### config.mk
export PLATFORM = sky130hd
export DESIGN_NAME = nebula_packet_reassembler_flat
export DESIGN_NICKNAME = d
export VERILOG_FILES = /design/src/rtl/nebula_pkg.sv /design/src/rtl/nebula_packet_reassembler_if.sv /design/src/rtl/nebula_packet_reassembler.sv /design/src/flat_wrapper.sv
export SDC_FILE = /design/constraint.sdc
export NUM_CORES = 1
export LEC_CHECK = 0
export ABC_AREA = 1
export CORE_UTILIZATION = 40
export CTS_BUF_LIST = sky130_fd_sc_hd__clkbuf_4
export DETAILED_ROUTE_END_ITERATION = 7
export MAX_ROUTING_LAYER = met4
export PLACE_DENSITY = 0.72
export SETUP_SLACK_MARGIN = 0.15
export SLEW_MARGIN = 20
export SYNTH_ARGS = -nofsm -noshare
export SYNTH_HDL_FRONTEND = slang
export SYNTH_SLANG_ARGS = --single-unit
export TNS_END_PERCENT = 100
### constraint.sdc
create_clock -name clk -period 2.2 [get_ports clk]
set_input_delay 0.44 -clock clk [delete_from_list [all_inputs] [get_ports clk]]
set_output_delay 0.44 -clock clk [all_outputs]
set_load 0.02 [all_outputs]
### src/rtl/nebula_pkg.sv
`default_nettype none
// ============================================================================
//  Module      : nebula_pkg
//  Description : Shared NoC types for the Nebula network interface: field
//                widths and the noc_flit_t flit record.
//  Revision    : 1.0 - initial release
// ============================================================================
package nebula_pkg;

    localparam int COORD_WIDTH     = 4;
    localparam int VC_ID_WIDTH     = 2;
    localparam int QOS_WIDTH       = 2;
    localparam int PACKET_ID_WIDTH = 4;
    localparam int SEQ_NUM_WIDTH   = 4;
    localparam int PAYLOAD_WIDTH   = 16;

    typedef enum logic [1:0] {
        FLIT_HEAD   = 2'd0,
        FLIT_BODY   = 2'd1,
        FLIT_TAIL   = 2'd2,
        FLIT_SINGLE = 2'd3
    } flit_type_e;

    typedef struct packed {
        flit_type_e                 flit_type;
        logic [COORD_WIDTH-1:0]     src_x;
        logic [COORD_WIDTH-1:0]     src_y;
        logic [VC_ID_WIDTH-1:0]     vc_id;
        logic [QOS_WIDTH-1:0]       qos;
        logic [PACKET_ID_WIDTH-1:0] packet_id;
        logic [SEQ_NUM_WIDTH-1:0]   seq_num;
        logic [PAYLOAD_WIDTH-1:0]   payload;
    } noc_flit_t;

endpackage
`default_nettype wire

### src/rtl/nebula_packet_reassembler_if.sv
`default_nettype none
// ============================================================================
//  Module      : nebula_packet_reassembler_if
//  Description : Bundle for the packet reassembler: flit input handshake,
//                packet output handshake with metadata/payload, error pulses
//                and busy.
//                slave  modport : the reassembler side.
//                master modport : the producer/consumer side.
//                Optional err_seq exists only when NEBULA_REASM_SEQ_CHECK_EN
//                is defined.
//  Revision    : 1.0 - initial release
// ============================================================================
interface nebula_packet_reassembler_if #(
    parameter int MAX_FLITS = 4
) ();
    import nebula_pkg::*;

    localparam int PFW     = PAYLOAD_WIDTH;
    localparam int c_CNT_W = $clog2(MAX_FLITS + 1);

    logic                       flit_valid;
    noc_flit_t                  flit_in;
    logic                       flit_ready;

    logic                       pkt_valid;
    logic                       pkt_ready;
    logic [COORD_WIDTH-1:0]     pkt_src_x;
    logic [COORD_WIDTH-1:0]     pkt_src_y;
    logic [VC_ID_WIDTH-1:0]     pkt_vc_id;
    logic [QOS_WIDTH-1:0]       pkt_qos;
    logic [PACKET_ID_WIDTH-1:0] pkt_id;
    logic [SEQ_NUM_WIDTH-1:0]   pkt_seq;
    logic [MAX_FLITS*PFW-1:0]   pkt_payload;
    logic [c_CNT_W-1:0]         pkt_nflits;

    logic                       err_orphan;
    logic                       err_trunc;
    logic                       err_mismatch;
    logic                       err_overflow;
    logic                       busy;
`ifdef NEBULA_REASM_SEQ_CHECK_EN
    logic                       err_seq;
`endif

    modport slave (
        input  flit_valid, flit_in, pkt_ready,
        output flit_ready, pkt_valid, pkt_src_x, pkt_src_y, pkt_vc_id,
               pkt_qos, pkt_id, pkt_seq, pkt_payload, pkt_nflits,
               err_orphan, err_trunc, err_mismatch, err_overflow,
`ifdef NEBULA_REASM_SEQ_CHECK_EN
               err_seq,
`endif
               busy
    );

    modport master (
        output flit_valid, flit_in, pkt_ready,
        input  flit_ready, pkt_valid, pkt_src_x, pkt_src_y, pkt_vc_id,
               pkt_qos, pkt_id, pkt_seq, pkt_payload, pkt_nflits,
               err_orphan, err_trunc, err_mismatch, err_overflow,
`ifdef NEBULA_REASM_SEQ_CHECK_EN
               err_seq,
`endif
               busy
    );

endinterface
`default_nettype wire

### src/rtl/nebula_packet_reassembler.sv
`default_nettype none
// ============================================================================
//  Module      : nebula_packet_reassembler
//  Description : Destination-NI packet reassembler for one VC. Collects
//                HEAD/BODY/TAIL (or SINGLE) flits, checks framing and
//                presents one packet record (metadata from HEAD/SINGLE,
//                payload flit k at [k*PFW +: PFW]). Malformed packets are
//                dropped and flagged with a one-cycle error pulse.
//  Ports       : clk, rst (sync, active-high)
//                bus.slave : flit_valid/flit_in/flit_ready (input stream),
//                            pkt_valid/pkt_ready + pkt_* (packet output),
//                            err_orphan/trunc/mismatch/overflow, busy
//  Config      : NEBULA_REASM_SEQ_CHECK_EN adds err_seq, pulsed when a
//                delivered packet's seq is not previous delivered seq + 1.
//  Revision    : 1.0 - initial release
// ============================================================================
module nebula_packet_reassembler #(
    parameter int MAX_FLITS = 4
) (
    input  wire logic                   clk,
    input  wire logic                   rst,
    nebula_packet_reassembler_if.slave  bus
);
    import nebula_pkg::*;

    localparam int PFW     = PAYLOAD_WIDTH;
    localparam int c_CNT_W = $clog2(MAX_FLITS + 1);

    typedef enum logic [1:0] {
        S_IDLE    = 2'd0,
        S_COLLECT = 2'd1,
        S_DELIVER = 2'd2,
        S_DROP    = 2'd3
    } state_e;

    state_e                     r_state;
    state_e                     w_next;

    logic [COORD_WIDTH-1:0]     r_src_x;
    logic [COORD_WIDTH-1:0]     r_src_y;
    logic [VC_ID_WIDTH-1:0]     r_vc_id;
    logic [QOS_WIDTH-1:0]       r_qos;
    logic [PACKET_ID_WIDTH-1:0] r_id;
    logic [SEQ_NUM_WIDTH-1:0]   r_seq;
    logic [MAX_FLITS*PFW-1:0]   r_payload;
    logic [c_CNT_W-1:0]         r_count;
    logic [c_CNT_W-1:0]         r_nflits;

    logic r_err_orphan, r_err_trunc, r_err_mismatch, r_err_overflow;

    logic w_accept;
    logic w_id_match;
    logic w_full;
    logic w_start;
    logic w_append;
    logic w_tail_ok;
    logic w_clear;
    logic w_e_orphan, w_e_trunc, w_e_mismatch, w_e_overflow;

    assign w_accept   = bus.flit_valid && (r_state != S_DELIVER);
    assign w_id_match = (bus.flit_in.packet_id == r_id);
    // Every slot already holds a flit: any further BODY/TAIL overflows.
    assign w_full     = (r_count == c_CNT_W'(MAX_FLITS));

    // ------------------------------------------------------------------
    // State register
    // ------------------------------------------------------------------
    always_ff @(posedge clk) begin
        if (rst) begin
            r_state <= S_IDLE;
        end else begin
            r_state <= w_next;
        end
    end

    // ------------------------------------------------------------------
    // Next state and datapath strobes
    // ------------------------------------------------------------------
    always_comb begin
        w_next       = r_state;
        w_start      = 1'b0;
        w_append     = 1'b0;
        w_tail_ok    = 1'b0;
        w_clear      = 1'b0;
        w_e_orphan   = 1'b0;
        w_e_trunc    = 1'b0;
        w_e_mismatch = 1'b0;
        w_e_overflow = 1'b0;

        case (r_state)
            S_IDLE: begin
                if (w_accept) begin
                    case (bus.flit_in.flit_type)
                        FLIT_HEAD: begin
                            w_start = 1'b1;
                            w_next  = S_COLLECT;
                        end
                        FLIT_SINGLE: begin
                            w_start = 1'b1;
                            w_next  = S_DELIVER;
                        end
                        default: w_e_orphan = 1'b1;
                    endcase
                end
            end

            S_COLLECT: begin
                if (w_accept) begin
                    case (bus.flit_in.flit_type)
                        FLIT_HEAD, FLIT_SINGLE: begin
                            w_e_trunc = 1'b1;
                            w_start   = 1'b1;
                            w_next    = (bus.flit_in.flit_type == FLIT_SINGLE) ?
                                        S_DELIVER : S_COLLECT;
                        end
                        FLIT_BODY: begin
                            if (!w_id_match) begin
                                w_e_mismatch = 1'b1;
                                w_next       = S_DROP;
                            end else if (w_full) begin
                                w_e_overflow = 1'b1;
                                w_next       = S_DROP;
                            end else begin
                                w_append = 1'b1;
                            end
                        end
                        default: begin
                            // TAIL closes the packet either way, so error
                            // cases return straight to IDLE.
                            if (!w_id_match) begin
                                w_e_mismatch = 1'b1;
                                w_next       = S_IDLE;
                            end else if (w_full) begin
                                w_e_overflow = 1'b1;
                                w_next       = S_IDLE;
                            end else begin
                                w_append  = 1'b1;
                                w_tail_ok = 1'b1;
                                w_next    = S_DELIVER;
                            end
                        end
                    endcase
                end
            end

            S_DROP: begin
                if (w_accept) begin
                    case (bus.flit_in.flit_type)
                        FLIT_HEAD: begin
                            w_e_trunc = 1'b1;
                            w_start   = 1'b1;
                            w_next    = S_COLLECT;
                        end
                        FLIT_SINGLE: begin
                            w_e_trunc = 1'b1;
                            w_start   = 1'b1;
                            w_next    = S_DELIVER;
                        end
                        FLIT_TAIL: w_next = S_IDLE;
                        default:   w_next = S_DROP;
                    endcase
                end
            end

            default: begin
                if (bus.pkt_ready) begin
                    w_clear = 1'b1;
                    w_next  = S_IDLE;
                end
            end
        endcase
    end

    // ------------------------------------------------------------------
    // Packet buffer, metadata and error pulses
    // ------------------------------------------------------------------
    always_ff @(posedge clk) begin
        if (rst) begin
            r_src_x        <= '0;
            r_src_y        <= '0;
            r_vc_id        <= '0;
            r_qos          <= '0;
            r_id           <= '0;
            r_seq          <= '0;
            r_payload      <= '0;
            r_count        <= '0;
            r_nflits       <= '0;
            r_err_orphan   <= 1'b0;
            r_err_trunc    <= 1'b0;
            r_err_mismatch <= 1'b0;
            r_err_overflow <= 1'b0;
        end else begin
            r_err_orphan   <= w_e_orphan;
            r_err_trunc    <= w_e_trunc;
            r_err_mismatch <= w_e_mismatch;
            r_err_overflow <= w_e_overflow;

            if (w_start) begin
                // A new packet wipes any leftovers of an abandoned one so
                // unused upper slots always read as zero.
                r_src_x            <= bus.flit_in.src_x;
                r_src_y            <= bus.flit_in.src_y;
                r_vc_id            <= bus.flit_in.vc_id;
                r_qos              <= bus.flit_in.qos;
                r_id               <= bus.flit_in.packet_id;
                r_seq              <= bus.flit_in.seq_num;
                r_payload          <= '0;
                r_payload[PFW-1:0] <= bus.flit_in.payload;
                r_count            <= c_CNT_W'(1);
                r_nflits           <= c_CNT_W'(1);
            end else if (w_append) begin
                r_payload[int'(r_count)*PFW +: PFW] <= bus.flit_in.payload;
                r_count <= r_count + c_CNT_W'(1);
                if (w_tail_ok) begin
                    r_nflits <= r_count + c_CNT_W'(1);
                end
            end else if (w_clear) begin
                r_src_x   <= '0;
                r_src_y   <= '0;
                r_vc_id   <= '0;
                r_qos     <= '0;
                r_id      <= '0;
                r_seq     <= '0;
                r_payload <= '0;
                r_count   <= '0;
                r_nflits  <= '0;
            end
        end
    end

`ifdef NEBULA_REASM_SEQ_CHECK_EN
    // ------------------------------------------------------------------
    // Sequence continuity across delivered packets
    // ------------------------------------------------------------------
    logic                     r_have_prev;
    logic [SEQ_NUM_WIDTH-1:0] r_prev_seq;
    logic                     r_err_seq;
    logic                     w_enter_deliver;
    logic [SEQ_NUM_WIDTH-1:0] w_deliver_seq;
    logic [SEQ_NUM_WIDTH-1:0] w_seq_expect;

    assign w_enter_deliver = (w_next == S_DELIVER) && (r_state != S_DELIVER);
    // SINGLE carries its own seq; for a TAIL the HEAD's seq is already held.
    assign w_deliver_seq   = (bus.flit_in.flit_type == FLIT_SINGLE) ?
                             bus.flit_in.seq_num : r_seq;
    assign w_seq_expect    = r_prev_seq + SEQ_NUM_WIDTH'(1);

    always_ff @(posedge clk) begin
        if (rst) begin
            r_have_prev <= 1'b0;
            r_prev_seq  <= '0;
            r_err_seq   <= 1'b0;
        end else begin
            r_err_seq <= 1'b0;
            if (w_enter_deliver) begin
                r_err_seq   <= r_have_prev && (w_deliver_seq != w_seq_expect);
                r_prev_seq  <= w_deliver_seq;
                r_have_prev <= 1'b1;
            end
        end
    end

    assign bus.err_seq = r_err_seq;
`endif

    // ------------------------------------------------------------------
    // Outputs
    // ------------------------------------------------------------------
    assign bus.flit_ready   = (r_state != S_DELIVER);
    assign bus.pkt_valid    = (r_state == S_DELIVER);
    assign bus.busy         = (r_state != S_IDLE);
    assign bus.pkt_src_x    = r_src_x;
    assign bus.pkt_src_y    = r_src_y;
    assign bus.pkt_vc_id    = r_vc_id;
    assign bus.pkt_qos      = r_qos;
    assign bus.pkt_id       = r_id;
    assign bus.pkt_seq      = r_seq;
    assign bus.pkt_payload  = r_payload;
    assign bus.pkt_nflits   = r_nflits;
    assign bus.err_orphan   = r_err_orphan;
    assign bus.err_trunc    = r_err_trunc;
    assign bus.err_mismatch = r_err_mismatch;
    assign bus.err_overflow = r_err_overflow;

endmodule
`default_nettype wire

### src/flat_wrapper.sv
// flat-port wrapper written by rule: the top's interface ports become plain ports
module nebula_packet_reassembler_flat import nebula_pkg::*;
#(
    parameter int MAX_FLITS = 4
)
  (clk, rst, bus_flit_valid, bus_flit_in, bus_pkt_ready, bus_flit_ready, bus_pkt_valid, bus_pkt_src_x, bus_pkt_src_y, bus_pkt_vc_id, bus_pkt_qos, bus_pkt_id, bus_pkt_seq, bus_pkt_payload, bus_pkt_nflits, bus_err_orphan, bus_err_trunc, bus_err_mismatch, bus_err_overflow, bus_busy);
  nebula_packet_reassembler_if #(.MAX_FLITS(MAX_FLITS)) bus_i ();
  input  wire logic clk;
  input  wire logic rst;
  input wire logic [$bits(bus_i.flit_valid)-1:0] bus_flit_valid;
  input wire logic [$bits(bus_i.flit_in)-1:0] bus_flit_in;
  input wire logic [$bits(bus_i.pkt_ready)-1:0] bus_pkt_ready;
  output wire logic [$bits(bus_i.flit_ready)-1:0] bus_flit_ready;
  output wire logic [$bits(bus_i.pkt_valid)-1:0] bus_pkt_valid;
  output wire logic [$bits(bus_i.pkt_src_x)-1:0] bus_pkt_src_x;
  output wire logic [$bits(bus_i.pkt_src_y)-1:0] bus_pkt_src_y;
  output wire logic [$bits(bus_i.pkt_vc_id)-1:0] bus_pkt_vc_id;
  output wire logic [$bits(bus_i.pkt_qos)-1:0] bus_pkt_qos;
  output wire logic [$bits(bus_i.pkt_id)-1:0] bus_pkt_id;
  output wire logic [$bits(bus_i.pkt_seq)-1:0] bus_pkt_seq;
  output wire logic [$bits(bus_i.pkt_payload)-1:0] bus_pkt_payload;
  output wire logic [$bits(bus_i.pkt_nflits)-1:0] bus_pkt_nflits;
  output wire logic [$bits(bus_i.err_orphan)-1:0] bus_err_orphan;
  output wire logic [$bits(bus_i.err_trunc)-1:0] bus_err_trunc;
  output wire logic [$bits(bus_i.err_mismatch)-1:0] bus_err_mismatch;
  output wire logic [$bits(bus_i.err_overflow)-1:0] bus_err_overflow;
  output wire logic [$bits(bus_i.busy)-1:0] bus_busy;
  assign bus_i.flit_valid = bus_flit_valid;
  assign bus_i.flit_in = bus_flit_in;
  assign bus_i.pkt_ready = bus_pkt_ready;
  assign bus_flit_ready = bus_i.flit_ready;
  assign bus_pkt_valid = bus_i.pkt_valid;
  assign bus_pkt_src_x = bus_i.pkt_src_x;
  assign bus_pkt_src_y = bus_i.pkt_src_y;
  assign bus_pkt_vc_id = bus_i.pkt_vc_id;
  assign bus_pkt_qos = bus_i.pkt_qos;
  assign bus_pkt_id = bus_i.pkt_id;
  assign bus_pkt_seq = bus_i.pkt_seq;
  assign bus_pkt_payload = bus_i.pkt_payload;
  assign bus_pkt_nflits = bus_i.pkt_nflits;
  assign bus_err_orphan = bus_i.err_orphan;
  assign bus_err_trunc = bus_i.err_trunc;
  assign bus_err_mismatch = bus_i.err_mismatch;
  assign bus_err_overflow = bus_i.err_overflow;
  assign bus_busy = bus_i.busy;
  nebula_packet_reassembler #(.MAX_FLITS(MAX_FLITS)) u_core (.clk(clk), .rst(rst), .bus(bus_i));
endmodule
==> impl_metrics.ini <==
[yosys]
synth_top_cell_area_share_pct = 44.3
syn_area_um2 = 4340
yosysWarnings = 0
synth_seq_cells = 96
synth_nets = 607
synth-main-ff-cell = dfxtp_1
synth_cells = 554
avgSynthCellArea_um2 = 7.83
yosysMostFrequentCell = nand2_1
synthArstFlopShare_pct = 0
synthDistinctLibCells = 29
synth_seq_area_share_pct = 44.3
netlist_top_cells_count = nand2_1 (132), nand3_1 (98), dfxtp_1 (96)
synth_top_area_cell = dfxtp_1
synth-edff-count = 0
synthTopCellsByArea = dfxtp_1 (44%), nand2_1 (11%), nand3_1 (11%)

[route]
viasPerCell = 5.14
vias = 4298
routed_wl_um = 12800
wl_per_cell_um = 15.3
firstDrtPassIters = 5
drt_iter0_markers = 187
ant_nets = 0
route.detailed.drc = 0

[worst_setup_path]
endpoint = u_core.bus.pkt_payload[23]
r2r_end = u_core.bus.pkt_payload[23]
r2r_slack_ns = 0.16
cp_max_fo = 8
crit_type = flop to flop
endpoint_kind = flop
cp-start-kind = flop
critical_path_required_ns = 2.61
crit_start = u_core.r_count[1]
r2r-start = u_core.r_count[1]
critPathArrivalTime_ns = 2.45
reg2regPathDepth = 8

[cts]
insertion_delay_ns = 0.45
clockRootBuffer = clkbuf_4
ctsHoldBuffers = 0
clock_sinks = 96
cts_tree = done
clockBufferDepth = 2
numCtsBuffers = 9
path_clk_slew_ns = 0.16
htreeDepth = 3

[global_routing]
grt_max_degree = 57
grt_usage_pct = 22.9
grt-ovfl-total = 0
grt_pass1_wl_um = 20000
grt_pass1_vias = 4130
grt_util_met3_pct = 4.48
grt_antenna_before_repair = 1
busiest_layer = met2
use_met2_pct = 37.4
grt.met1_usage_pct = 27.4

[die]
num_rows = 37
initial_utilization_pct = 41.6
dieArea_um2 = 11300
die_width_um = 106
fp.dieH_um = 106
io_pins = 136
coreArea_um2 = 10400

[cells_and_area]
final_util_pct = 59.4
multi_input_area_um2 = 2150
drive_gt1_share_pct = 15.4
area_growth_pct = 42.8
fill_cells = 978
regArea_um2 = 1930
nets = 748
design_area_um2 = 6190

[placement]
place_congestion = 0.849
hpwlAfterDp_um = 8840
placed_area_um2 = 5890
place_ws_ns = -0.235
port_buffers = 135

[timing]
period_minus_slack_ns = 2.04
fin_ws_ns = 0.156
fmax_ghz = 0.489
tightest_slew_ns = 0.444
hold_viol_final = 0
rsz0062_at_grt = true
fin_crit_sh_pct = 92.9
fin_skew_ns = 0.0222
relSlewSlack_pct = 70.4
setup_viol = 0
drv_slew = 0

[worst_hold_path]
hold_path_class = flop to flop
min_from = u_core.bus.pkt_seq[0]

[pwr]
p_leak_nw = 2.41
fin_total_pwr_w = 0.00363
power_density_nw_per_um2 = 587
ir_drop_mv = 0.291

[flow_run]
max-cap-violations = 0

[status]
outcome = complete, no violations
## registers in the layout (all words and copies together) (netlist names)
signal                   flops
u_core.bus.pkt_src_x         4
u_core.bus.pkt_nflits        3
u_core.bus.err_trunc         1
u_core.bus.pkt_src_y         4
u_core.bus.err_orphan        1
u_core.bus.err_mismatch      1
u_core.bus.pkt_qos           2
u_core.bus.pkt_payload      64
u_core.r_count               3
u_core.bus.err_overflow      1
u_core.bus.pkt_seq           4
u_core.r_state               2
u_core.bus.pkt_id            4
u_core.bus.pkt_vc_id         2
## stage by stage
step	setup TNS, ns	hold WS, ns	std cells
2_1_floorplan	0	0.487	554
4_1_cts	0	0.476	828
3_3_place_gp	-8.92	0.449	812
6_report	0	0.474	837
3_5_place_dp	-12.27	0.456	812
5_1_grt	0	0.500	837
## final cells by class
type                       instances  share of cell area [%]
clock buffer                       9                    1.09
clock inverter                     7                    1.90
multi-input combinational        381                    34.8
inverter                          48                    2.99
antenna                            1                  0.0404
tap                              136                    2.75
timing repair buffer             159                    25.3
sequential                        96                    31.2
## kinds of logic (layout without fill, tap and decap cells)
| logic type | Yosys count | after routing | synth area share (%) |
|---|---|---|---|
| buffers and inverters | 81 | 223 | 8.17 |
| AND/OR/NAND/NOR | 270 | 274 | 30.4 |
| XOR/XNOR | 1 | 1 | 0.202 |
| AO/OA/AOI/OAI | 95 | 95 | 13.7 |
| flip-flops | 96 | 96 | 44.3 |
| other | 0 | 1 | 0 |
| adder cells (fa/ha/maj) | 11 | 11 | 3.17 |
## cells in the final DEF, fill, tap and decap left out, drive strengths merged
cell type / instances
a21oi: 93
buf: 24
bufinv: 3
clkbuf: 9
clkdlybuf4s50: 132
clkinv: 3
dfxtp: 96
diode: 1
dlygate4sd2: 3
ha: 11
inv: 49
nand2: 141
nand3: 100
nand3b: 4
nand4: 4
nor2: 20
nor3: 3
nor3b: 1
nor4: 1
o211ai: 2
xor2: 1
## how the worst min path moves through the flow
stage                                    endpoint  slack (ns)  cells after the start
final                       u_core.bus.pkt_seq[0]        0.47                      2
after global routing        u_core.bus.pkt_seq[1]        0.50                      2
after CTS                 u_core.bus.pkt_src_x[0]        0.48                      2
after detailed placement  u_core.bus.pkt_src_x[0]        0.46                      2
after global placement      u_core.bus.pkt_seq[0]        0.45                      2
after floorplan                 u_core.r_count[1]        0.49                      2
## timing repair
action	in CTS	in global routing
pin swaps	0	7
gates resized for setup	5	11
setup endpoints to repair	3	45
gates cloned	0	4
setup buffers	0	4
## critical path: stages, from the launching register on
cell     delay (ns)
dfxtp_4        0.40
inv_2          0.05
ha_4           0.16
ha_4           0.28
nand4_1        0.33
buf_4          0.29
nor2_4         0.23
nand2_1        0.12
a21oi_2        0.14
## report_power, final
part	internal, W	switching (W)
Combinational	0.000257	0.000361
Sequential	0.00179	0.0000317
Clock	0.000578	0.000618
## per-layer routing
layer | vias to the layer above | part of all wire (%)
li1 | 2114 | -
met1 | 2011 | 42
met2 | 148 | 49
met3 | 25 | 6.0
met4 | 0 | 2.2
met5 | - | 0
(Power assumes the default switching activity.)
